[src/rtl/calc_req.sv]
// Command front-end for a simple calculator: queues operand/op commands in a FIFO,
// issues them one at a time, watches for completion or timeout, and holds the result.
module calc_req #(
   parameter int unsigned DW      = 4,
   parameter int unsigned DEPTH   = 4,
   parameter int unsigned TIMEOUT = 15
) (
   input  logic          clk,
   input  logic          rst,
   input  logic          cmd_valid,
   input  logic [1:0]    cmd_op,
   input  logic [DW-1:0] cmd_a,
   input  logic [DW-1:0] cmd_b,
   output logic          cmd_ready,
   output logic          go,
   output logic [1:0]    op,
   output logic [DW-1:0] in_a,
   output logic [DW-1:0] in_b,
   input  logic          done,
   input  logic [DW-1:0] result,
   output logic          res_valid,
   output logic [DW-1:0] res_data,
   output logic [1:0]    res_op,
   input  logic          res_ready,
   output logic          timeout,
   output logic          busy,
   output logic [7:0]    done_cnt,
   output logic [1:0]    state
);

   localparam int unsigned AW = (DEPTH > 1) ? $clog2(DEPTH) : 1;
   localparam int unsigned CW = AW + 1;
   localparam int unsigned EW = 2 * DW + 2;
   localparam int unsigned WW = 8;

   typedef enum logic [1:0] {
      S_IDLE  = 2'b00,
      S_ISSUE = 2'b01,
      S_WAIT  = 2'b10,
      S_RESP  = 2'b11
   } state_t;

   state_t st, st_n;

   logic [EW-1:0] mem [DEPTH];
   logic [AW-1:0] wr_ptr, rd_ptr;
   logic [CW-1:0] count;
   logic          full, empty, push, pop;
   logic [EW-1:0] head;

   logic          go_n, res_valid_n, timeout_n, busy_n;
   logic [1:0]    op_n, res_op_n;
   logic [DW-1:0] in_a_n, in_b_n, res_data_n;
   logic [7:0]    done_cnt_n;
   logic [WW-1:0] wd, wd_n;

   assign full      = (count == CW'(DEPTH));
   assign empty     = (count == '0);
   assign cmd_ready = !full && !rst;
   assign push      = cmd_valid && cmd_ready;
   assign head      = mem[rd_ptr];
   assign state     = st;

   // FIFO storage; contents need no reset since count gates every read
   always_ff @(posedge clk) begin
      if (push) mem[wr_ptr] <= {cmd_op, cmd_a, cmd_b};
   end

   // FIFO pointers wrap naturally because DEPTH is a power of two
   always_ff @(posedge clk) begin
      if (rst) begin
         wr_ptr <= '0;
         rd_ptr <= '0;
         count  <= '0;
      end else begin
         if (push) wr_ptr <= wr_ptr + AW'(1);
         if (pop)  rd_ptr <= rd_ptr + AW'(1);
         case ({push, pop})
            2'b10:   count <= count + CW'(1);
            2'b01:   count <= count - CW'(1);
            default: count <= count;
         endcase
      end
   end

   // State register and registered outputs
   always_ff @(posedge clk) begin
      if (rst) begin
         st        <= S_IDLE;
         go        <= 1'b0;
         op        <= '0;
         in_a      <= '0;
         in_b      <= '0;
         res_valid <= 1'b0;
         res_data  <= '0;
         res_op    <= '0;
         timeout   <= 1'b0;
         busy      <= 1'b0;
         done_cnt  <= '0;
         wd        <= '0;
      end else begin
         st        <= st_n;
         go        <= go_n;
         op        <= op_n;
         in_a      <= in_a_n;
         in_b      <= in_b_n;
         res_valid <= res_valid_n;
         res_data  <= res_data_n;
         res_op    <= res_op_n;
         timeout   <= timeout_n;
         busy      <= busy_n;
         done_cnt  <= done_cnt_n;
         wd        <= wd_n;
      end
   end

   // Next-state and next-output logic; go is raised on entry to ISSUE so it is high there
   always_comb begin
      st_n       = st;
      pop        = 1'b0;
      go_n       = 1'b0;
      timeout_n  = 1'b0;
      op_n       = op;
      in_a_n     = in_a;
      in_b_n     = in_b;
      res_data_n = res_data;
      res_op_n   = res_op;
      done_cnt_n = done_cnt;
      wd_n       = wd;
      case (st)
         S_IDLE: begin
            if (!empty) begin
               pop    = 1'b1;
               op_n   = head[EW-1 -: 2];
               in_a_n = head[2*DW-1 -: DW];
               in_b_n = head[DW-1:0];
               go_n   = 1'b1;
               st_n   = S_ISSUE;
            end
         end
         S_ISSUE: begin
            wd_n = '0;
            st_n = S_WAIT;
         end
         S_WAIT: begin
            if (done) begin
               res_data_n = result;
               res_op_n   = op;
               done_cnt_n = done_cnt + 8'd1;
               st_n       = S_RESP;
            end else if (wd == WW'(TIMEOUT - 1)) begin
               timeout_n = 1'b1;
               st_n      = S_IDLE;
            end else begin
               wd_n = wd + WW'(1);
            end
         end
         S_RESP: begin
            if (res_ready) st_n = S_IDLE;
         end
         default: st_n = S_IDLE;
      endcase
      res_valid_n = (st_n == S_RESP);
      busy_n      = (st_n != S_IDLE);
   end

endmodule

[config.mk]
export PLATFORM = sky130hd
export DESIGN_NAME = calc_req
export DESIGN_NICKNAME = d
export VERILOG_FILES = /design/src/rtl/calc_req.sv
export SDC_FILE = /design/constraint.sdc
export NUM_CORES = 1
export LEC_CHECK = 0
export BUFFER_PORTS_ARGS = -buffer_cell sky130_fd_sc_hd__buf_2
export CAP_MARGIN = 20
export CORE_MARGIN = 4
export CORE_UTILIZATION = 50
export CTS_CLUSTER_DIAMETER = 50
export DETAILED_ROUTE_END_ITERATION = 8
export HOLD_SLACK_MARGIN = 0.02
export PLACE_DENSITY = 0.79
export SYNTH_ARGS = -nofsm -noshare
export SYNTH_HDL_FRONTEND = slang
export SYNTH_SLANG_ARGS = --single-unit
[constraint.sdc]
create_clock -name clk -period 3.85 [get_ports clk]
set_input_delay 0.1925 -clock clk [delete_from_list [all_inputs] [get_ports clk]]
set_output_delay 0.1925 -clock clk [all_outputs]
set_load 0.03 [all_outputs]
==> results.sh, run 1 <==
export IMPL_grt_use_total_pct=16.2
export IMPL_yosysUniqueCellTypes=46
export IMPL_nNetsFinal=362
export IMPL_routedWlPerCell_microns=14.6
export IMPL_core_sq_mm=0.00676
export IMPL_clk_pin_slew_ps=90
export IMPL_synth_warning_count=0
export IMPL_utilization_pct=58.1
export IMPL_numCtsBuffers=9
export IMPL_hp_class="in2reg"
export IMPL_crit_family="simple AND/OR/NAND/NOR gates"
export IMPL_synth_ff_type="dfxtp_1"
export IMPL_viasPerCell=5.27
export IMPL_worst_r2r_cell_count=8
export IMPL_p_switching_w=0.000846
export IMPL_syn_avg_cell_area_sq_um=12.0
export IMPL_io_pins=50
export IMPL_cp_arrival_ps=2830
export IMPL_max_freq_mhz=393
export IMPL_power_leakage_nw=1.49
export IMPL_critPathBufInv=1
export IMPL_sw_frac_of_total_pct=35.5
export IMPL_synth_async_reset_ratio_pct=0
export IMPL_syn_inst=288
export IMPL_comb_power_share_pct=25.9
export IMPL_clockRootBuffer="clkbuf_8"
export IMPL_seq_area_frac_synth_pct=60.8
export IMPL_die_area_sq_mm=0.00831
export IMPL_grt_pass1_vias=2165
export IMPL_cp_start_kind="flip-flop"
export IMPL_antenna_found_initial=0
export IMPL_synth_area_leaders="edfxtp_1 (35%), dfxtp_1 (26%), mux4_2 (6.5%)"
export IMPL_drv_slew=0
export IMPL_cp_endpoint="count[2]$_SDFFE_PP0P_"
export IMPL_p_per_area_mw_per_mm2=607
export IMPL_cts_hold_buf=0
export IMPL_synthTopCellsByCount="dfxtp_1 (45), nand2_1 (42), edfxtp_1 (40), a21oi_1 (27), nor2_1 (21)"
export IMPL_gp_congestion=0.769
export IMPL_dr_pass1_iters=4
export IMPL_path_depth=8
export IMPL_die_w_microns=91.1
export IMPL_globalRouteOverflowTotal=0
export IMPL_relSlewSlack_pct=48.9
export IMPL_diodes=0
export IMPL_vias=2210
export IMPL_pwr_share_seq_pct=48.8
export IMPL_synth_fp_nets=316
export IMPL_yosys_area_top_type="edfxtp_1"
export IMPL_grt_start_max_net_pins=45
export IMPL_drtAntennaViolNets=0
export IMPL_rsz0062_at_grt="false"
export IMPL_die_y_microns=91.1
export IMPL_status="finished, final reports clean"
export IMPL_finalHoldViolations=0
export IMPL_internal_power_w=0.00154
export IMPL_required_ps=4130
export IMPL_wl_microns=6120
export IMPL_fin_tns_setup_ps=0
export IMPL_syn_to_final_growth_pct=13.6
export IMPL_critPathLaunch="count[2]$_SDFFE_PP0P_"
export IMPL_r2r_end="count[2]$_SDFFE_PP0P_"
export IMPL_dpl_cell_area_sq_mm=0.00373
export IMPL_crit_fanout=14
export IMPL_cts_max_level=3
export IMPL_post_cts_buffers=0
export IMPL_cp_slowest_cell="or3_1"
export IMPL_drt_initial_drc_count=159
export IMPL_crit_top_cell="or3_1"
export IMPL_setup_viol=0
export IMPL_cts_tree="done"
export IMPL_post_cts_resized=0
export IMPL_worstSetupPathType="reg2reg"
export IMPL_power_frac_clock_pct=25.3
export IMPL_grt_first_pass_wirelength_microns=10500
export IMPL_clock_latency_ps=360
export IMPL_portBuffers=49
export IMPL_tightest_slew_ps=765
export IMPL_cp_slowest_stage_delay_ps=410
export IMPL_final_cell_area_sq_mm=0.00393
export IMPL_r2r_start="count[2]$_SDFFE_PP0P_"
export IMPL_ir_drop_mv=0.245
export IMPL_drc=0
export IMPL_period_minus_slack_ps=2550
export IMPL_dp_hpwl_microns=4250
export IMPL_cts_sinks=85
export IMPL_r2r_setup_slack_ps=1300
export IMPL_min_period_over_period_pct=66.1
export IMPL_clockBufferDepth=2
export IMPL_drive_gt1_share_pct=25.1
export IMPL_synth_top_area_share_pct=34.8
export IMPL_synth_edff_count=40
export IMPL_row_count=30
export IMPL_ys_ff_latch=85
export IMPL_cp_end_kind="flip-flop"
export IMPL_start_util_pct=51.1
export IMPL_synth_most_common_cell="dfxtp_1"
export IMPL_clock_skew_ps=7.55
export IMPL_cap_violations=0
export IMPL_syn_area_sq_mm=0.00346
export IMPL_path_cells="nor3_1 -> or3_1 -> inv_2 -> ha_1 -> fa_1 -> xnor2_1 -> or3_1 -> a21oi_1"
[worst register-to-register path, cell delays in order, from the launching register on]
cell	delay (ps)
dfxtp_1	360
nor3_1	250
or3_1	410
inv_2	210
ha_1	270
fa_1	380
xnor2_1	140
or3_1	300
a21oi_1	150
[registers in the layout, summed over array words and instances, names as in the netlist, 2 cells and up]
register  count
wr_ptr        2
wd            8
state         2
res_data      4
done_cnt      8
in_a          4
rd_ptr        2
op            2
res_op        2
count         3
mem          40
in_b          4
[power groups by stage]
stage	Sequential (W)	Clock, W	Combinational, W
2_1_floorplan	0.00128	0	0.000368
3_3_place_gp	0.00118	0	0.000603
3_5_place_dp	0.00118	0	0.000619
4_1_cts	0.00116	0.000621	0.000622
5_1_grt	0.00118	0.000663	0.000677
6_report	0.00116	0.000604	0.000617
[worst min path at each step]
stage               slack (ps)  depth (start not counted)     start                   to
floorplan                  290                          0  cmd_b[0]  mem[0][0]$_DFFE_PP_
global placement           400                          1  cmd_b[0]  mem[2][0]$_DFFE_PP_
detailed placement         420                          1  cmd_a[3]  mem[2][7]$_DFFE_PP_
CTS                         30                          1  cmd_a[3]  mem[2][7]$_DFFE_PP_
global route                30                          1  cmd_b[0]  mem[1][0]$_DFFE_PP_
finish                      40                          1  cmd_a[0]  mem[2][4]$_DFFE_PP_
[cell usage in the layout, fill, tap and decap left out, types with 5 or more instances in the layout]
cell / n
buf_2: 49
dfxtp_1: 45
nand2_1: 42
edfxtp_1: 40
a21oi_1: 27
nor2_1: 21
inv_1: 11
xnor2_1: 11
mux4_2: 10
clkbuf_8: 9
ha_1: 8
and2_1: 5
xor2_1: 5
o21ai_0: 5
[cells by family (layout without fill, tap and decap cells)]
group | after synthesis | count (layout) | synth area share [%]
and+or+nand+nor | 97 | 97 | 13.5
DFF | 85 | 85 | 60.8
AOI/OAI and AO/OA | 43 | 43 | 7.75
buffers and inverters | 26 | 77 | 3.29
xor gates and xnor gates | 16 | 16 | 4.05
muxes | 12 | 12 | 7.10
adders and majority gates | 9 | 9 | 3.48
[layer usage]
layer  track usage (%)  part of all wire, %  vias up
met4              6.03                  1.9        0
met3              4.81                  6.5        9
li1                  -                    -     1112
met5                 0                    0        -
met1              20.5                   44     1012
met2              26.2                   47       77
[cell type report]
class | count | area (sq um)
Timing Repair Buffer | 49 | 245
Inverter | 12 | 45.0
Tap cell | 80 | 100
Fill cell | 563 | 2830
Multi-Input combinational cell | 177 | 1240
Clock buffer | 9 | 124
Sequential cell | 85 | 2100
Clock inverter | 7 | 70.1
[through the flow]
step	worst slack [ps]	cells	total power (W)	hold slack [ps]
final	1300	419	0.00238	42.4
after global routing	984	419	0.00252	29.4
after CTS	1300	419	0.00241	31.9
after detailed placement	1330	403	0.00180	415
after global placement	1420	403	0.00178	404
after floorplan	1530	288	0.00164	291
Note: power is estimated with default switching activity, not from simulation.
==> run 2: changes to the inputs <==
- PLACE_DENSITY: 0.79 -> 0.82
- clock period: 3.85 -> 2.21 ns (I/O delays scaled with it)
==> run 2 against run 1 <==
Against the previous run: clock power increased by 79%; global-route usage up 0.72 points; first-iteration DRC count is 31% lower; flip-flop and latch count stayed put; fmax up 23%; via count increased by 4.1%; register-to-register slack got worse by 1200 ps; clock skew increased by 8.5 ps; utilization up 2.9 points; hold slack worse by 10 ps.
==> results.sh, run 2 (same netlist as run 1, synthesis figures left out) <==
export IMPL_status="finished, final reports clean"
export IMPL_fillerInstances=556
export IMPL_viasPerCell=5.24
export IMPL_period_minus_slack_ps=2070
export IMPL_clock_latency_ps=360
export IMPL_grt_use_total_pct=16.9
export IMPL_relSlewSlack_pct=64.9
export IMPL_worstSetupPathType="reg2reg"
export IMPL_min_period_over_period_pct=93.7
export IMPL_cp_slowest_stage_delay_ps=410
export IMPL_dp_hpwl_microns=4240
export IMPL_max_freq_mhz=483
export IMPL_finalHoldViolations=0
export IMPL_cap_violations=0
export IMPL_portBuffers=49
export IMPL_met1_length_microns=2700
export IMPL_start_util_pct=51.1
export IMPL_largest_reg_flops=40
export IMPL_die_area_sq_mm=0.00831
export IMPL_row_count=30
export IMPL_cts_max_level=3
export IMPL_io_pins=50
export IMPL_drv_slew=0
export IMPL_clk_pin_slew_ps=90
export IMPL_drc=0
export IMPL_gp_congestion=0.751
export IMPL_highest_layer="met4"
export IMPL_final_cell_count_no_fill=439
export IMPL_tightest_slew_ps=527
export IMPL_cts_tree="done"
export IMPL_clockRootBuffer="clkbuf_8"
export IMPL_die_w_microns=91.1
export IMPL_wl_met3_microns=265
export IMPL_syn_to_final_growth_pct=19.2
export IMPL_setup_viol=0
export IMPL_vias=2300
export IMPL_required_ps=2500
export IMPL_cp_end_kind="flip-flop"
export IMPL_diodes=0
export IMPL_hp_class="in2reg"
export IMPL_core_sq_mm=0.00676
export IMPL_numCtsBuffers=9
export IMPL_utilization_pct=61.0
export IMPL_cp_start_kind="flip-flop"
export IMPL_worst_r2r_cell_count=8
export IMPL_ir_drop_mv=0.455
export IMPL_drtAntennaViolNets=0
export IMPL_path_cells="nor2_1 -> a211oi_2 -> inv_1 -> ha_1 -> fa_1 -> xnor2_1 -> or3_1 -> a21oi_1"
export IMPL_p_per_area_mw_per_mm2=1030
export IMPL_grt_start_max_net_pins=44
export IMPL_reg_top3="mem: 40 flops, done_cnt: 8 flops, wd: 8 flops"
export IMPL_dr_pass1_iters=4
export IMPL_crit_fanout=4
export IMPL_die_y_microns=91.1
export IMPL_r2r_setup_slack_ps=140
export IMPL_grt_first_pass_wirelength_microns=11100
export IMPL_mostFrequentLayoutCells="buf_2 (49), dfxtp_1 (43), nand2_1 (42), edfxtp_1 (40), a21oi_1 (27)"
export IMPL_globalRouteOverflowTotal=0
export IMPL_placedCellCount=409
export IMPL_rsz0062_at_grt="false"
export IMPL_wl_met2_microns=3250
export IMPL_cp_slowest_cell="dfxtp_1"
export IMPL_min_path_cells=4
export IMPL_grt_pass1_vias=2322
export IMPL_wl_microns=6330
export IMPL_layout_commonest_cell="buf_2"
export IMPL_drt_initial_drc_count=110
export IMPL_power_leakage_nw=1.58
export IMPL_cts_sinks=85
export IMPL_top_register="mem"
export IMPL_cp_arrival_ps=2360
export IMPL_fin_tns_setup_ps=0
export IMPL_nNetsFinal=382
export IMPL_routedWlPerCell_microns=14.4
export IMPL_clockBufferDepth=2
export IMPL_antenna_found_initial=0
export IMPL_clock_skew_ps=16.1
export IMPL_drive_gt1_share_pct=26.2
[run 2: area by class of cell]
type	count	area, sq um	area share [%]
clock inverters	7	71.3	1.73
inverters	12	45.0	1.09
repair buffers	69	430	10.4
clock buffers	9	124	3.01
flip-flops and latches	85	2100	51.1
multi-input cells	177	1240	30.2
well taps	80	100	2.43
[run 2: per-layer routing]
| layer | global-route usage, % | vias up |
|---|---|---|
| li1 | - | 1144 |
| met1 | 20.4 | 1096 |
| met2 | 29.1 | 51 |
| met3 | 3.98 | 9 |
| met4 | 6.78 | 0 |
| met5 | 0 | - |
[run 2: timing repair]
item | CTS | global route
setup buffers | 0 | 0
resized for setup | 0 | 2
hold buffers | 14 | 0
hold endpoints to repair | 44 | 0
endpoints found under the setup margin | 0 | 1
[run 2: metrics by stage]
stage,setup slack (ps),hold slack [ps],cell area (sq um),power (W)
global route,2.70,42.4,4120,0.00450
floorplan,1.33,209,3460,0.00287
CTS,80.7,20.3,4110,0.00429
finish,140,32.3,4120,0.00426
global placement,178,324,3780,0.00317
detailed placement,105,327,3780,0.00320
[run 2: critical path, delay by kind of cell, from the launching register on]
family	cells	cell delay, ps
AO/OA/AOI/OAI	2	380
XOR/XNOR	1	150
adder cells (fa/ha/maj)	2	620
buffers and inverters	1	70
flip-flops	1	410
AND/OR/NAND/NOR	2	390
[run 2: worst paths after layout]
| path | end | from |
|---|---|---|
| setup reg to reg | count[2]$_SDFFE_PP0P_ | count[1]$_SDFFE_PP0P_ |
| hold reg to reg | res_op[0]$_SDFFE_PP0P_ | res_op[0]$_SDFFE_PP0P_ |
| hold / removal | state[1]$_SDFF_PP0_ | res_ready |
| setup / recovery | count[2]$_SDFFE_PP0P_ | count[1]$_SDFFE_PP0P_ |
[run 2: power breakdown]
part	leakage (nW)	switching [W]	internal (W)
Clock	0.102	0.000631	0.000448
Sequential	0.730	0.000130	0.00184
Combinational	0.749	0.000744	0.000462
==> run 3: changes to the inputs <==
- CTS_BUF_LIST: unset -> sky130_fd_sc_hd__clkbuf_2
- clock period: 2.21 -> 1.7 ns (I/O delays scaled with it)
==> run 3 against run 2 <==
Against the previous run: the flow now finishes with violations (negative setup slack); first-iteration DRC count is 42% higher; utilization is 2.3 points higher; register-to-register slack worse by 330 ps; highest routed layer unchanged.
==> results.sh, run 3 (same netlist as run 1, synthesis figures left out) <==
export IMPL_clock_skew_ps=32.8
export IMPL_largest_reg_flops=40
export IMPL_p_per_area_mw_per_mm2=1270
export IMPL_die_area_sq_mm=0.00831
export IMPL_mostFrequentLayoutCells="buf_2 (49), nand2_1 (42), dfxtp_1 (40), edfxtp_1 (40), a21oi_1 (27)"
export IMPL_worstSetupPathType="reg2reg"
export IMPL_setup_viol=2
export IMPL_numCtsBuffers=9
export IMPL_drv_slew=0
export IMPL_gp_congestion=0.829
export IMPL_r2r_start="count[1]$_SDFFE_PP0P_"
export IMPL_portBuffers=49
export IMPL_clk_pin_slew_ps=220
export IMPL_worstHoldStart="cmd_valid"
export IMPL_cp_slowest_stage_delay_ps=410
export IMPL_cp_slowest_cell="dfxtp_4"
export IMPL_placedCellCount=425
export IMPL_power_leakage_nw=1.66
export IMPL_clockBufferDepth=2
export IMPL_fillerInstances=538
export IMPL_required_ps=2160
export IMPL_reg_top3="mem: 40 flops, done_cnt: 8 flops, wd: 8 flops"
export IMPL_drtAntennaViolNets=0
export IMPL_cap_violations=0
export IMPL_viasPerCell=5.20
export IMPL_final_cell_count_no_fill=462
export IMPL_cp_arrival_ps=2350
export IMPL_utilization_pct=63.3
export IMPL_drive_gt1_share_pct=31.8
export IMPL_violations="negative setup slack"
export IMPL_min_period_over_period_pct=111
export IMPL_power_w=0.00542
export IMPL_nNetsFinal=404
export IMPL_die_w_microns=91.1
export IMPL_grt_use_total_pct=17.8
export IMPL_clock_latency_ps=540
export IMPL_syn_to_final_growth_pct=23.7
export IMPL_path_cells="nor3_4 -> or3_4 -> inv_4 -> ha_4 -> fa_2 -> xnor2_1 -> or3_1 -> a21oi_1"
export IMPL_drc=0
export IMPL_hp_class="in2reg"
export IMPL_pre_cts_slack_ps=-208
export IMPL_vias=2403
export IMPL_top_register="mem"
export IMPL_drt_initial_drc_count=156
export IMPL_cts_tree="done"
export IMPL_crit_fanout=3
export IMPL_setup_slack_ps=-191
export IMPL_grt_start_max_net_pins=44
export IMPL_die_y_microns=91.1
export IMPL_dp_hpwl_microns=4540
export IMPL_finalHoldViolations=0
export IMPL_clockRootBuffer="clkbuf_2"
export IMPL_period_minus_slack_ps=1890
export IMPL_cp_end_kind="flip-flop"
export IMPL_ir_drop_mv=0.592
export IMPL_cts_max_level=3
export IMPL_io_pins=50
export IMPL_routedWlPerCell_microns=14.8
export IMPL_core_sq_mm=0.00676
export IMPL_grt_first_pass_wirelength_microns=11700
export IMPL_critPathBufInv=1
export IMPL_relSlewSlack_pct=70.0
export IMPL_globalRouteOverflowTotal=0
export IMPL_max_freq_mhz=529
export IMPL_grt_pass1_vias=2442
export IMPL_cts_sinks=85
export IMPL_rsz0062_at_grt="true"
export IMPL_hold_slack_ps=87.2
export IMPL_layout_commonest_cell="buf_2"
export IMPL_cp_start_kind="flip-flop"
export IMPL_status="complete, but fails checks"
export IMPL_critPathLaunch="count[1]$_SDFFE_PP0P_"
export IMPL_row_count=30
export IMPL_tightest_slew_ps=451
export IMPL_wl_microns=6850
export IMPL_antenna_found_initial=1
export IMPL_dr_pass1_iters=4
export IMPL_start_util_pct=51.1
export IMPL_crit_family="simple AND/OR/NAND/NOR gates"
[run 3: cell count changes in the layout (fill, tap and decap cells not counted), moves of 2 or more]
cell           change
buf_4             +19
clkbuf_2           +9
clkbuf_8           -9
dfxtp_4            +4
dfxtp_1            -3
dlygate4sd3_1      +3
inv_8              -3
clkinv_8           +2
[run 3: cell type report]
cell class,instances,area [sq um],share of cell area (%)
clock buffers,9,45.0,1.05
inverters,12,47.5,1.11
flip-flops and latches,85,2120,49.5
multi-input cells,177,1280,30.0
well taps,80,100,2.34
repair buffers,91,603,14.1
clock inverters,7,77.6,1.81
diodes,1,2.50,0.0585
[run 3: per-stage QoR]
step,setup TNS [ps],area (sq um)
after CTS,-387,4250
after global routing,-439,4280
final,-261,4280
after floorplan,-488,3520
after global placement,-220,3950
after detailed placement,-349,3950
[run 3: worst register-to-register path: stages (launching register included)]
cell and delay [ps]:
dfxtp_4 410, nor3_4 190, or3_4 170, inv_4 40
ha_4 150, fa_2 330, xnor2_1 130, or3_1 300
a21oi_1 120
[run 3: path summary, 6_finish.rpt]
kind | endpoint | slack [ps] | cells past startpoint
worst max-delay path | count[2]$_SDFFE_PP0P_ | -190 | 8
worst min-delay path | wr_ptr[1]$_SDFFE_PP0P_ | 90 | 6
worst max register to register | count[2]$_SDFFE_PP0P_ | -190 | 8
worst min register to register | res_data[2]$_SDFFE_PP0P_ | 470 | 2
[run 3: metal layers]
layer	global-route usage [%]	wire [microns]	vias to the layer above
li1	-	-	1196
met1	21.4	2860	1144
met2	30.9	3610	53
met3	3.40	252	10
met4	7.91	131	0
met5	0	0	-
[run 3: power breakdown]
part / internal, W / total [W] / switching, W
Sequential: 0.00241 / 0.00254 / 0.000139
Clock: 0.000242 / 0.00102 / 0.000773
Combinational: 0.000786 / 0.00186 / 0.00108
[run 3: timing repair]
action | in CTS | in global routing
hold buffers | 17 | 0
cloned | 0 | 0
setup endpoints to repair | 2 | 2
resized for setup | 3 | 2
setup buffers | 1 | 2
pin swaps | 4 | 2
endpoints found under the hold margin | 50 | 0
